## src/rtl/irrigation_tank_scheduler_if.sv

```systemverilog
// Request / grant / tank-level bundle between the irrigation tank scheduler and its users.
// The master side drives the requests and the tick; the slave side is the scheduler.
interface irrigation_tank_scheduler_if;
    logic       tick;
    logic       req_sprinkler;
    logic       req_drip;
    logic       refill_req;
    logic       grant_sprinkler;
    logic       grant_drip;
    logic       inlet_valve;
    logic [2:0] water_level;
    logic       tank_empty;
    logic       tank_full;

    modport master (
        output tick,
        output req_sprinkler,
        output req_drip,
        output refill_req,
        input  grant_sprinkler,
        input  grant_drip,
        input  inlet_valve,
        input  water_level,
        input  tank_empty,
        input  tank_full
    );

    modport slave (
        input  tick,
        input  req_sprinkler,
        input  req_drip,
        input  refill_req,
        output grant_sprinkler,
        output grant_drip,
        output inlet_valve,
        output water_level,
        output tank_empty,
        output tank_full
    );
endinterface

```

## src/rtl/irrigation_tank_scheduler.sv

```systemverilog
// Shared-tank sequencer: grants water to sprinkler or drip, tracks consumption, refills the tank.
// Optional macro IRRIGATION_ROUND_ROBIN_EN replaces fixed sprinkler priority with round-robin.
module irrigation_tank_scheduler #(
    parameter int SPRINKLER_TICKS = 4,
    parameter int DRIP_TICKS      = 8,
    parameter int REFILL_TICKS    = 2
) (
    input  logic                        clk,
    input  logic                        rst_n,
    irrigation_tank_scheduler_if.slave  tank
);

    typedef enum logic [1:0] {
        ST_IDLE,
        ST_SPRINKLE,
        ST_DRIP,
        ST_REFILL
    } state_t;

    localparam logic [3:0] SPR_LAST    = 4'(SPRINKLER_TICKS - 1);
    localparam logic [3:0] DRIP_LAST   = 4'(DRIP_TICKS - 1);
    localparam logic [3:0] REFILL_LAST = 4'(REFILL_TICKS - 1);
    localparam logic [2:0] LEVEL_EMPTY = 3'd7;
    localparam logic [2:0] LEVEL_FULL  = 3'd0;

    state_t     state;
    state_t     state_next;
    logic [3:0] step;
    logic [3:0] step_next;
    logic [2:0] level;
    logic [2:0] level_next;
    logic       own_req;
    logic [3:0] step_last;
    logic       pick_drip;

    // ------------------------------------------------------------------
    // Arbitration between simultaneous requests in IDLE
    // ------------------------------------------------------------------
`ifdef IRRIGATION_ROUND_ROBIN_EN
    logic favour_drip;

    // Remember who was served last so the other side wins the next tie.
    always_ff @(posedge clk or negedge rst_n) begin
        if (!rst_n) begin
            favour_drip <= 1'b0;
        end else if (state == ST_IDLE && state_next == ST_SPRINKLE) begin
            favour_drip <= 1'b1;
        end else if (state == ST_IDLE && state_next == ST_DRIP) begin
            favour_drip <= 1'b0;
        end
    end

    assign pick_drip = tank.req_drip && (!tank.req_sprinkler || favour_drip);
`else
    assign pick_drip = tank.req_drip && !tank.req_sprinkler;
`endif

    // ------------------------------------------------------------------
    // State register
    // ------------------------------------------------------------------
    // NOTE: all sequential state uses non-blocking assignments so every
    // register samples the pre-edge values of its neighbours.
    always_ff @(posedge clk or negedge rst_n) begin
        if (!rst_n) begin
            state <= ST_IDLE;
            step  <= '0;
            level <= LEVEL_FULL;
        end else begin
            state <= state_next;
            step  <= step_next;
            level <= level_next;
        end
    end

    // ------------------------------------------------------------------
    // Next-state logic
    // ------------------------------------------------------------------
    // NOTE: every signal written here gets a default first, so no path
    // through the case can leave it unassigned and infer a latch.
    always_comb begin
        state_next = state;
        step_next  = step;
        level_next = level;
        own_req    = 1'b0;
        step_last  = SPR_LAST;

        unique case (state)
            ST_IDLE: begin
                if (level == LEVEL_EMPTY) begin
                    state_next = ST_REFILL;
                end else if (tank.req_sprinkler || tank.req_drip) begin
                    state_next = pick_drip ? ST_DRIP : ST_SPRINKLE;
                end else if (tank.refill_req && level != LEVEL_FULL) begin
                    state_next = ST_REFILL;
                end
            end

            ST_SPRINKLE, ST_DRIP: begin
                own_req   = (state == ST_SPRINKLE) ? tank.req_sprinkler : tank.req_drip;
                step_last = (state == ST_SPRINKLE) ? SPR_LAST : DRIP_LAST;
                // A dropped request wins over a coincident tick; the partial count is lost.
                if (!own_req) begin
                    state_next = ST_IDLE;
                end else if (tank.tick) begin
                    if (step == step_last) begin
                        step_next = '0;
                        if (level != LEVEL_EMPTY) begin
                            level_next = level + 3'd1;
                        end
                        if (level >= LEVEL_EMPTY - 3'd1) begin
                            state_next = ST_REFILL;
                        end
                    end else begin
                        step_next = step + 4'd1;
                    end
                end
            end

            ST_REFILL: begin
                if (level == LEVEL_FULL) begin
                    state_next = ST_IDLE;
                end else if (tank.tick) begin
                    if (step == REFILL_LAST) begin
                        step_next  = '0;
                        level_next = level - 3'd1;
                        if (level == 3'd1) begin
                            state_next = ST_IDLE;
                        end
                    end else begin
                        step_next = step + 4'd1;
                    end
                end
            end
        endcase

        if (state_next != state) begin
            step_next = '0;
        end
    end

    // ------------------------------------------------------------------
    // Output decode: purely from registered state and level
    // ------------------------------------------------------------------
    always_comb begin
        tank.grant_sprinkler = 1'b0;
        tank.grant_drip      = 1'b0;
        tank.inlet_valve     = 1'b0;

        unique case (state)
            ST_IDLE:     ;
            ST_SPRINKLE: tank.grant_sprinkler = 1'b1;
            ST_DRIP:     tank.grant_drip      = 1'b1;
            ST_REFILL:   tank.inlet_valve     = 1'b1;
        endcase

        tank.water_level = level;
        tank.tank_empty  = (level == LEVEL_EMPTY);
        tank.tank_full   = (level == LEVEL_FULL);
    end

    // Valves are mutually exclusive by construction of the state encoding.
    assert property (@(posedge clk) disable iff (!rst_n)
        $onehot0({tank.grant_sprinkler, tank.grant_drip, tank.inlet_valve}));

endmodule

```

## src/flat_wrapper.sv

```systemverilog
// flat-port wrapper written by rule: the top's interface ports become plain ports
module irrigation_tank_scheduler_flat 
#(
    parameter int SPRINKLER_TICKS = 4,
    parameter int DRIP_TICKS      = 8,
    parameter int REFILL_TICKS    = 2
)
  (clk, rst_n, tank_tick, tank_req_sprinkler, tank_req_drip, tank_refill_req, tank_grant_sprinkler, tank_grant_drip, tank_inlet_valve, tank_water_level, tank_tank_empty, tank_tank_full);
  irrigation_tank_scheduler_if tank_i ();
  input  logic clk;
  input  logic rst_n;
  input wire logic [$bits(tank_i.tick)-1:0] tank_tick;
  input wire logic [$bits(tank_i.req_sprinkler)-1:0] tank_req_sprinkler;
  input wire logic [$bits(tank_i.req_drip)-1:0] tank_req_drip;
  input wire logic [$bits(tank_i.refill_req)-1:0] tank_refill_req;
  output wire logic [$bits(tank_i.grant_sprinkler)-1:0] tank_grant_sprinkler;
  output wire logic [$bits(tank_i.grant_drip)-1:0] tank_grant_drip;
  output wire logic [$bits(tank_i.inlet_valve)-1:0] tank_inlet_valve;
  output wire logic [$bits(tank_i.water_level)-1:0] tank_water_level;
  output wire logic [$bits(tank_i.tank_empty)-1:0] tank_tank_empty;
  output wire logic [$bits(tank_i.tank_full)-1:0] tank_tank_full;
  assign tank_i.tick = tank_tick;
  assign tank_i.req_sprinkler = tank_req_sprinkler;
  assign tank_i.req_drip = tank_req_drip;
  assign tank_i.refill_req = tank_refill_req;
  assign tank_grant_sprinkler = tank_i.grant_sprinkler;
  assign tank_grant_drip = tank_i.grant_drip;
  assign tank_inlet_valve = tank_i.inlet_valve;
  assign tank_water_level = tank_i.water_level;
  assign tank_tank_empty = tank_i.tank_empty;
  assign tank_tank_full = tank_i.tank_full;
  irrigation_tank_scheduler #(.SPRINKLER_TICKS(SPRINKLER_TICKS), .DRIP_TICKS(DRIP_TICKS), .REFILL_TICKS(REFILL_TICKS)) u_core (.clk(clk), .rst_n(rst_n), .tank(tank_i));
endmodule
```

## config.mk

```make
export PLATFORM = sky130hd
export DESIGN_NAME = irrigation_tank_scheduler_flat
export DESIGN_NICKNAME = d
export VERILOG_FILES = /design/src/rtl/irrigation_tank_scheduler_if.sv /design/src/rtl/irrigation_tank_scheduler.sv /design/src/flat_wrapper.sv
export SDC_FILE = /design/constraint.sdc
export NUM_CORES = 1
export LEC_CHECK = 0
export BUFFER_PORTS_ARGS = -buffer_cell sky130_fd_sc_hd__clkbuf_2
export CAP_MARGIN = 15
export CORE_MARGIN = 4
export CORE_UTILIZATION = 40
export CTS_BUF_LIST = sky130_fd_sc_hd__clkbuf_4 sky130_fd_sc_hd__clkbuf_8
export CTS_CLUSTER_DIAMETER = 30
export CTS_CLUSTER_SIZE = 8
export DETAILED_ROUTE_END_ITERATION = 8
export SLEW_MARGIN = 20
export SYNTH_ARGS = -nofsm -noshare
export SYNTH_HDL_FRONTEND = slang
export SYNTH_SLANG_ARGS = --single-unit
```

## constraint.sdc

```tcl
create_clock -name clk -period 3 [get_ports clk]
set_clock_uncertainty 0.1 [all_clocks]
set_input_delay 0.6 -clock clk [delete_from_list [all_inputs] [get_ports clk]]
set_output_delay 0.6 -clock clk [all_outputs]
set_load 0.03 [all_outputs]
```

* Yosys cells after proc, flatten, opt, wreduce, memory -nomap -nowiden
Cells that the tools add are included.
** Word-level totals
- Register bits :: 9
- Latch bits :: 0
- RAM bits :: 0
- Memory bits (read-only) :: 0
- Input port bits :: 6
- Logic and storage cells :: 73
- Memories kept :: 0
** Cells by class
- Add/subtract/negate cells :: 3
- $mul :: 0
- Div/mod/pow operators :: 0
- Order comparisons :: 1
- Equality and inequality tests :: 20
- Shift operators :: 0
- Multiplexer cells :: 34
- Bitwise logic cells :: 0
- Reduce and logical (&&, ||, !) cells :: 12
** Operators by type and width (number)
- 2-to-1 mux 4 bit :: 7
- 2-to-1 mux 2 bit :: 12
- 2-to-1 mux 3 bit :: 8
- != test 3 x 2 -> 1 bit (second input constant) :: 3
- != test 2 x 1 -> 1 bit (second input constant) :: 4
- one-hot mux 4 bit (2 select lines) :: 1
- AND reduction 8 bit :: 1
- != test 2 bit (second input constant) :: 3
- one-hot mux 2 bit (3 select lines) :: 1
- one-hot mux 3 bit (2 select lines) :: 1
- nonzero test 3 bit :: 2
- AND reduction 5 bit :: 1
- adder 4 x 1 -> 4 bit (second input constant) :: 1
- == test 2 bit (second input constant) :: 2
- == test 4 x 1 -> 1 bit (second input constant) :: 1
- == test 4 bit :: 1
- 2-to-1 mux 1 bit :: 4
- adder 3 x 1 -> 3 bit (second input constant) :: 1
- == test 3 x 1 -> 1 bit (second input constant) :: 1
- == test 3 bit (second input constant) :: 1
- greater-or-equal comparator 3 bit (second input constant) :: 1
- zero test 3 bit :: 1
- != test 3 x 1 -> 1 bit (second input constant) :: 1
- != test 3 bit (second input constant) :: 1
- other kinds (9) :: 10

* Longest topological paths before layout
Gate-level depths: netlist (run 1).
- Word-level depth :: 10
- Gate-level depth with buffers :: 7
- Mapped depth without buffers :: 7

* Least setup slack after synthesis (run 1)
No wires, ideal clock.
- Path kind :: register to register
- Start point :: register u_core.level[0] (netlist: u_core.tank.water_level[0])
- End point :: register u_core.level[2] (netlist: u_core.tank.water_level[2])
- Library setup time :: 65 ps
- Arrival time :: 2085 ps
- Slack :: 749 ps
- Stages on the path, launching flop included :: 7
- Buffers on the path :: 0
- Clock period less this slack :: 2251 ps
- Cells stage by stage :: dfrtp_1 -> ha_1 -> ha_1 -> o41ai_2 -> nand4_2 -> o32ai_2 -> a211o_1
** On the way
- Word-level cells in the longest chain between the ends :: 6
** Ends and longest elaborated chain
- start, declared :: RTL line irrigation_tank_scheduler.sv:30 : logic [2:0] level;
- start signal, assigned :: RTL line irrigation_tank_scheduler.sv:71 : level <= level_next;
- adder 3 x 1 -> 3 bit :: RTL line irrigation_tank_scheduler.sv:108 : level_next = level + 3'd1;
- 2-to-1 mux 3 bit :: RTL line irrigation_tank_scheduler.sv:107 : if (level != LEVEL_EMPTY) begin
- 2-to-1 mux 3 bit :: RTL line irrigation_tank_scheduler.sv:105 : if (step == step_last) begin
- 2-to-1 mux 3 bit :: RTL line irrigation_tank_scheduler.sv:104 : end else if (tank.tick) begin
- 2-to-1 mux 3 bit :: RTL line irrigation_tank_scheduler.sv:102 : if (!own_req) begin
- one-hot mux 3 bit (2 select lines) :: RTL line irrigation_tank_scheduler.sv:87 : unique case (state)
Parallel ways exist; a longest one is shown, timed or not. The select of a mux whose other input is x is not followed.
A chain may end at the register's enable or synchronous reset.

* Worst setup path in the final report (run 1)
- Start point :: register u_core.state[0]
- End point :: register u_core.step[1]
** On the way
- Word-level cells in the longest chain between the ends :: 10
** Ends and longest elaborated chain
- start, declared :: RTL line irrigation_tank_scheduler.sv:26 : state_t state;
- start signal, assigned :: RTL line irrigation_tank_scheduler.sv:69 : state <= state_next;
- == test 2 x 1 -> 1 bit :: RTL line irrigation_tank_scheduler.sv:87, irrigation_tank_scheduler.sv:99, irrigation_tank_scheduler.sv:100
- 2-to-1 mux 3 bit :: RTL line irrigation_tank_scheduler.sv:100 : step_last = (state == ST_SPRINKLE) ? SPR_LAST : DRIP_LAST;
- == test 4 bit :: RTL line irrigation_tank_scheduler.sv:105
- 2-to-1 mux 2 bit :: RTL line irrigation_tank_scheduler.sv:105
- 2-to-1 mux 2 bit :: RTL line irrigation_tank_scheduler.sv:104
- 2-to-1 mux 2 bit :: RTL line irrigation_tank_scheduler.sv:102
- one-hot mux 2 bit (3 select lines) :: RTL line irrigation_tank_scheduler.sv:87
- != test 2 bit :: RTL line irrigation_tank_scheduler.sv:136 : if (state_next != state) begin
- != test 3 x 1 -> 1 bit (no line) (tied with other cells)
- AND reduction 5 bit (no line)
- end signal, assigned :: RTL line irrigation_tank_scheduler.sv:70 : step <= step_next;
- end, declared :: RTL line irrigation_tank_scheduler.sv:28 : logic [3:0] step;
Parallel ways exist; a longest one is shown, timed or not. The select of a mux whose other input is x is not followed.

==> impl_results.rst, run 1 <==
.. list-table::
   :header-rows: 1

   * - Metric
     - Value
   * - Clock Root Buffer
     - clkbuf_4
   * - Synth Net Count
     - 112
   * - Post-route insts no fill
     - 137
   * - Wirelength, routed
     - 1.78 mm
   * - Vias in the first global route
     - 705
   * - Worst Setup Path Type
     - reg2reg
   * - Class of the worst hold path
     - in2async
   * - Cell type contributing the most total cell area after synthesis
     - dfrtp_1
   * - Sink count of the clock tree
     - 9
   * - CP Capture Type
     - flip-flop
   * - Yosys synthesis warning count
     - 0
   * - Port-buffer cells
     - 13
   * - Power density cells
     - 1100 nW/um^2
   * - Final Cell Area
     - 986 sq um
   * - Most heavily used metal layer in global routing
     - met2
   * - Sequential share of the synthesized area
     - 0.262
   * - Share of the synthesized area in the top cell type
     - 0.262
   * - Later-pin clock latency in the skew report
     - 260 ps
   * - Initial antenna violation count
     - 0
   * - Cell types with the largest area share after synthesis
     - dfrtp_1 (26%), ha_1 (17%), nand2_1 (5.7%), mux2i_1 (3.5%), inv_1 (3.5%)
   * - Overall Global Routing Usage
     - 0.149
   * - Finished Core Util
     - 0.493
   * - Max frequency
     - 441 MHz
   * - Antenna violation net count after detailed routing
     - 0
   * - Crit Path Max Fanout
     - 6
   * - Post-route minimum period
     - 2270 ps
   * - First-pass iteration count of the detailed router
     - 4
   * - Antenna diode count
     - 0
   * - Total cell area at the placement stage
     - 956 sq um
   * - Hold violation count in the final report
     - 0
   * - Relative slew slack
     - 0.559
   * - Share of flip-flops with an asynchronous set or reset after synthesis
     - 1.00
   * - CTS tree
     - done
   * - Htree depth
     - 1
   * - Final Total Pwr
     - 1.09 mW
   * - Number of instances in the synthesized netlist
     - 94
   * - Total number of vias
     - 740
   * - Outcome
     - finished clean
   * - Required @ worst endpoint
     - 3070 ps
   * - Ports placed on the boundary
     - 14
   * - Global routing met1 resource utilization
     - 0.202
   * - Layout overhead on the synthesized area
     - 14.5%
   * - Detailed Place HPWL
     - 1.46 mm
   * - Final weighted congestion in routability-driven placement
     - 0.824
   * - Total placed cells including tap cells
     - 133
   * - GR met3 Demand/Resource
     - 0.0245
   * - Max-cap violations
     - 0
   * - Worst Hold Slack
     - 79.9 ps
   * - Fraction of layout cells with a size suffix above 1
     - 0.255
   * - P_leak
     - 0.461 nW
   * - Critical path, cell by cell
     - inv_1, ha_1, nor2b_1, o2bb2ai_2, nand3_1, or3_1, a211oi_1
   * - Commonest register cell after synthesis
     - dfrtp_1
   * - Cell at the slowest stage of the critical path
     - dfrtp_1
   * - Initial cell density of the core
     - 0.430
   * - Startpoint Class
     - flip-flop
   * - Summed instance area of the synthesized netlist
     - 861 sq um
   * - Die height
     - 54.4 um
   * - Post-synth EDFFs
     - 0
   * - Number of core rows
     - 16
   * - Setup Slack @ Placement
     - 744 ps
   * - Grt ovf
     - 0
   * - Buffer count from post-CTS setup fixing
     - 0
   * - Pin slew with the least headroom to its limit
     - 653 ps
   * - Pins over their slew limit
     - 0
   * - Clock slew at the register clock pins of the worst setup and hold paths
     - 60 ps
   * - Buffers & Inverters on Critical Path
     - 1
   * - Number of cells upsized or downsized after cts
     - 0
   * - Setup TNS Final
     - 0 ps
   * - Violation count after the first detailed-route iteration
     - 8
   * - Met2 layer usage reported by global route
     - 0.221
   * - Synth Area per Inst
     - 9.16 sq um
   * - Global-route wire length before repair
     - 3.15 mm
   * - Hold buffers post-CTS
     - 0
   * - CP top delay family
     - simple AND/OR/NAND/NOR gates
   * - Mean number of vias per cell
     - 5.40
   * - Full die area
     - 2960 sq um
   * - NumNets Final
     - 129
   * - DR WL/cell
     - 13.0 um
   * - DRC violation count after routing
     - 0
   * - Fillers
     - 210
   * - Arrival time at the worst endpoint
     - 2340 ps
   * - Delay of the slowest critical-path stage
     - 420 ps
   * - Final count of negative-setup-slack endpoints
     - 0
   * - Synth unique cells
     - 37
   * - CTS Buf Count
     - 3
   * - Pin count of the biggest net entering global routing
     - 11
   * - Die width
     - 54.4 um
   * - Core Footprint
     - 2000 sq um
   * - Clock tree buffer depth
     - 2
   * - Number of storage elements in the synthesis netlist
     - 9
   * - Slack of the critical path
     - 732 ps
   * - Maximum VDD drop
     - 0.574 mV
   * - Final critical-path share of the clock period
     - 0.756
   * - RSZ-0062 raised after global routing
     - false
-- layout by cell type (no fill, tap or decap), drive strengths merged --
cell / n
a211oi: 2
nand2: 13
nand3: 3
or3: 2
nand4bb: 1
o32ai: 1
xnor2: 2
or3b: 1
nor3b: 2
nor2: 5
o41ai: 2
a21oi: 5
ha: 12
inv: 8
a22oi: 1
o211ai: 2
clkbuf: 17
a32o: 1
o21ai: 1
mux2i: 3
nand4: 2
o311ai: 1
o2bb2ai: 1
nand2b: 2
mux2: 1
a211o: 1
a21o: 1
dfrtp: 9
nor3: 4
xor2: 1
nor2b: 1
a31o: 1
or4b: 1
-- synthesized netlist by cell type, drive strengths merged, types with 2 or more instances --
master and count:
ha 12, or3 2, a21oi 5, nand3 3, inv 8, o211ai 2, nand2 13, dfrtp 9
mux2i 3, xnor2 2, a211oi 2, o41ai 2, nor2 5, nand4 2, nor3b 2, nor3 4
nand2b 2
-- layout make-up --
class | count | area (sq um) | share of cell area
multi-input combinational | 76 | 602 | 0.610
sequential | 9 | 225 | 0.228
timing repair buffer | 13 | 65.1 | 0.0660
tap | 27 | 33.8 | 0.0343
clock buffer | 4 | 30.0 | 0.0305
inverter | 8 | 30.0 | 0.0305
-- power by group --
group	switching [mW]	internal, mW	total, mW
sequential	0.0716	0.172	0.243
clock	0.0419	0.0603	0.102
combinational	0.459	0.285	0.744
total	0.572	0.517	1.09
-- registers in the layout, indices dropped and copies added (netlist names) --
signal / flops
u_core.step: 4
u_core.tank.water_level: 3
u_core.state: 2
-- worst reg2reg max path, stage by stage (launching register included) --
cell       delay, ps
dfrtp_1          420
inv_1            110
ha_1             380
nor2b_1          170
o2bb2ai_2        210
nand3_1          180
or3_1            380
a211oi_1         230
-- routing by layer --
layer  up-vias  share of wire
met1       345           0.51
met3         5          0.036
met4         0          0.025
met5         -              0
li1        376              -
met2        14           0.42
-- worst paths after layout --
kind	to	start	slack [ps]	depth (start not counted)
worst max-delay path	u_core.step[1]	u_core.state[0]	730	7
worst min-delay path	u_core.tank.water_level[0]	rst_n	80	1
worst max register to register	u_core.step[1]	u_core.state[0]	730	7
worst min register to register	u_core.tank.water_level[0]	u_core.tank.water_level[0]	480	1
max in group asynchronous	u_core.state[0]	rst_n	2530	1
min in group clk	u_core.tank.water_level[0]	u_core.tank.water_level[0]	480	1
-- logic make-up (layout without fill, tap and decap cells) --
kind of cell,Yosys count,count (layout),synth area share
and+or+nand+nor,37,37,0.238
xor gates and xnor gates,3,3,0.0305
AOI/OAI and AO/OA,20,20,0.208
adders and majority gates,12,12,0.174
DFF,9,9,0.262
buffers and inverters,9,25,0.0392
muxes,4,4,0.0480
(Power assumes the default switching activity.)
==> inputs of run 2 (changes only) <==
==> constraint.sdc (replaced) <==
create_clock -name clk -period 1.9 [get_ports clk]
set_clock_uncertainty 0.1 [all_clocks]
set_input_delay 0.38 -clock clk [delete_from_list [all_inputs] [get_ports clk]]
set_output_delay 0.38 -clock clk [all_outputs]
set_load 0.03 [all_outputs]
==> run 2 against run 1 <==
Hold slack improved by 300 ps. Register-to-register slack got worse by 760 ps. Global-route usage rose by 4.6 points. Wire length rose by 37%. The run now ends with setup timing left. Worst setup slack got worse by 760 ps. Total power rose by 140%. Combinational power rose to 2.7 times the previous value. Non-clock buffer count rose by 21. Largest cell class unchanged. Design area rose by 43%. Flip-flop and latch count did not move.
==> impl_results.rst, run 2 (synthesized netlist as in run 1, its figures left out) <==
.. list-table::
   :header-rows: 1

   * - Metric
     - Value
   * - Outcome
     - finished, violations left
   * - Violations in the final reports
     - setup timing
   * - Initial antenna violation count
     - 0
   * - CTS Buf Count
     - 3
   * - Layout overhead on the synthesized area
     - 63.2%
   * - Crit Path Max Fanout
     - 4
   * - Top metal layer carrying routed signals
     - met4
   * - Pin count of the biggest net entering global routing
     - 10
   * - Class of the worst hold path
     - in2reg
   * - Clock slew at the register clock pins of the worst setup and hold paths
     - 70 ps
   * - Number of core rows
     - 16
   * - Sink count of the clock tree
     - 9
   * - Worst Setup Path Type
     - reg2reg
   * - P_leak
     - 0.607 nW
   * - Finished Core Util
     - 0.702
   * - Critical Path Most Common Cell
     - buf_4
   * - Detailed Place HPWL
     - 1.84 mm
   * - Buffers & Inverters on Critical Path
     - 2
   * - Hold violation count in the final report
     - 0
   * - Port-buffer cells
     - 13
   * - Final count of negative-setup-slack endpoints
     - 6
   * - Clock tree buffer depth
     - 2
   * - First-pass iteration count of the detailed router
     - 4
   * - Post-route minimum period
     - 1930 ps
   * - Total placed cells including tap cells
     - 148
   * - Violation count after the first detailed-route iteration
     - 16
   * - Wirelength, routed
     - 2.44 mm
   * - Htree depth
     - 1
   * - Post-route insts no fill
     - 158
   * - Worst Hold Slack
     - 384 ps
   * - DR WL/cell
     - 15.4 um
   * - DRC violation count after routing
     - 0
   * - Delay of the slowest critical-path stage
     - 440 ps
   * - Core Footprint
     - 2000 sq um
   * - Met1 Routed Length
     - 1.09 mm
   * - CP top delay family
     - compound AO/OA/AOI/OAI gates
   * - Fraction of layout cells with a size suffix above 1
     - 0.618
   * - Sum of met2 wire segment lengths after detailed routing
     - 1.25 mm
   * - Relative slew slack
     - 0.802
   * - RSZ-0062 raised after global routing
     - true
   * - Vias in the first global route
     - 850
   * - Cell at the slowest stage of the critical path
     - dfrtp_2
   * - Die width
     - 54.4 um
   * - Die height
     - 54.4 um
   * - Arrival time at the worst endpoint
     - 2010 ps
   * - Pin slew with the least headroom to its limit
     - 291 ps
   * - CP Capture Type
     - flip-flop
   * - Pins over their slew limit
     - 0
   * - Final weighted congestion in routability-driven placement
     - 0.847
   * - Ports placed on the boundary
     - 14
   * - Mean number of vias per cell
     - 5.28
   * - CTS tree
     - done
   * - Initial cell density of the core
     - 0.430
   * - Grt ovf
     - 0
   * - Overall Global Routing Usage
     - 0.196
   * - NumNets Final
     - 150
   * - Met3 wire length
     - 62 um
   * - Fillers
     - 171
   * - Later-pin clock latency in the skew report
     - 270 ps
   * - Slack of the critical path
     - -30.4 ps
   * - Most frequent cells in the layout
     - buf_4 (18), clkbuf_2 (12), nand2_1 (11)
   * - Antenna diode count
     - 0
   * - Max FFs per register
     - 4
   * - Max frequency
     - 518 MHz
   * - Critical path, cell by cell
     - buf_4, buf_4, o211ai_1, nor3_2, a31o_4, a32o_2, a211oi_2
   * - Setup TNS Final
     - -114 ps
   * - Power density cells
     - 1840 nW/um^2
   * - Clock Root Buffer
     - clkbuf_4
   * - Antenna violation net count after detailed routing
     - 0
   * - Total number of vias
     - 835
   * - Global-route wire length before repair
     - 3.99 mm
   * - Max-cap violations
     - 0
   * - Maximum VDD drop
     - 1.12 mV
   * - Full die area
     - 2960 sq um
   * - Required @ worst endpoint
     - 1980 ps
   * - Startpoint Class
     - flip-flop
   * - Final critical-path share of the clock period
     - 1.02
   * - Reg with most FFs
     - u_core.step
   * - Most frequent standard cell in the layout excluding fill and tap cells
     - buf_4
## run 2: cell count changes in the layout (fill, tap and decap cells not counted), moves of 2 or more
| cell | change |
|---|---|
| ha_1 | -7 |
| inv_2 | +3 |
| a211oi_1 | -2 |
| inv_1 | -4 |
| buf_6 | +3 |
| nand2_1 | -2 |
| buf_4 | +18 |
| dfrtp_2 | +5 |
| ha_4 | +6 |
| a211oi_2 | +2 |
| nor3_1 | -4 |
| nand2_2 | +2 |
| dfrtp_1 | -5 |
| nor3_2 | +4 |
## run 2: repair_timing
item	in CTS	in global routing
hold endpoints to repair	9	0
pin swaps	8	3
setup endpoints to repair	6	9
setup buffers	5	0
hold buffers	1	0
cloned	0	0
resized for setup	9	10
## run 2: layout make-up
cell class	instances	area (sq um)	area share
multi-input combinational	76	838	0.597
timing repair buffer	34	239	0.170
sequential	9	231	0.165
tap	27	33.8	0.0240
inverter	8	32.5	0.0232
clock buffer	4	30.0	0.0214
## run 2: worst register-to-register path, stage by stage (launching register included)
cell and delay [ps]:
dfrtp_2 440, buf_4 150, buf_4 130, o211ai_1 270
nor3_2 80, a31o_4 250, a32o_2 280, a211oi_2 150
## run 2: worst paths after layout
kind                       cells past startpoint                          to                        from  slack [ps]
setup / recovery                               7              u_core.step[1]  u_core.tank.water_level[1]         -30
hold / removal                                 5             u_core.state[0]             tank_refill_req         380
setup reg to reg                               7              u_core.step[1]  u_core.tank.water_level[1]         -30
hold reg to reg                                3              u_core.step[1]              u_core.step[1]         580
max in group asynchronous                      2  u_core.tank.water_level[2]                       rst_n        1050
min in group asynchronous                      2              u_core.step[2]                       rst_n         420
## run 2: per-stage QoR
stage          instance area [sq um]  worst slack [ps]  power [mW]
2_1_floorplan                   1020             -16.5        1.63
3_3_place_gp                    1230              -107        2.07
3_5_place_dp                    1230              -103        2.12
4_1_cts                         1360             -33.4        2.50
5_1_grt                         1410              -126        2.77
6_report                        1410             -30.4        2.59
## run 2: power by group
group          internal [mW]  total (mW)  switching (mW)
Clock                 0.0956       0.173          0.0773
Sequential             0.281       0.389           0.108
Combinational          0.963        2.02            1.06
Total                   1.34        2.59            1.25
## run 2: per-layer routing
layer,global-route usage,vias to the layer above
li1,-,417
met1,0.230,400
met2,0.355,14
met3,0.0245,4
met4,0.0788,0
met5,0,-
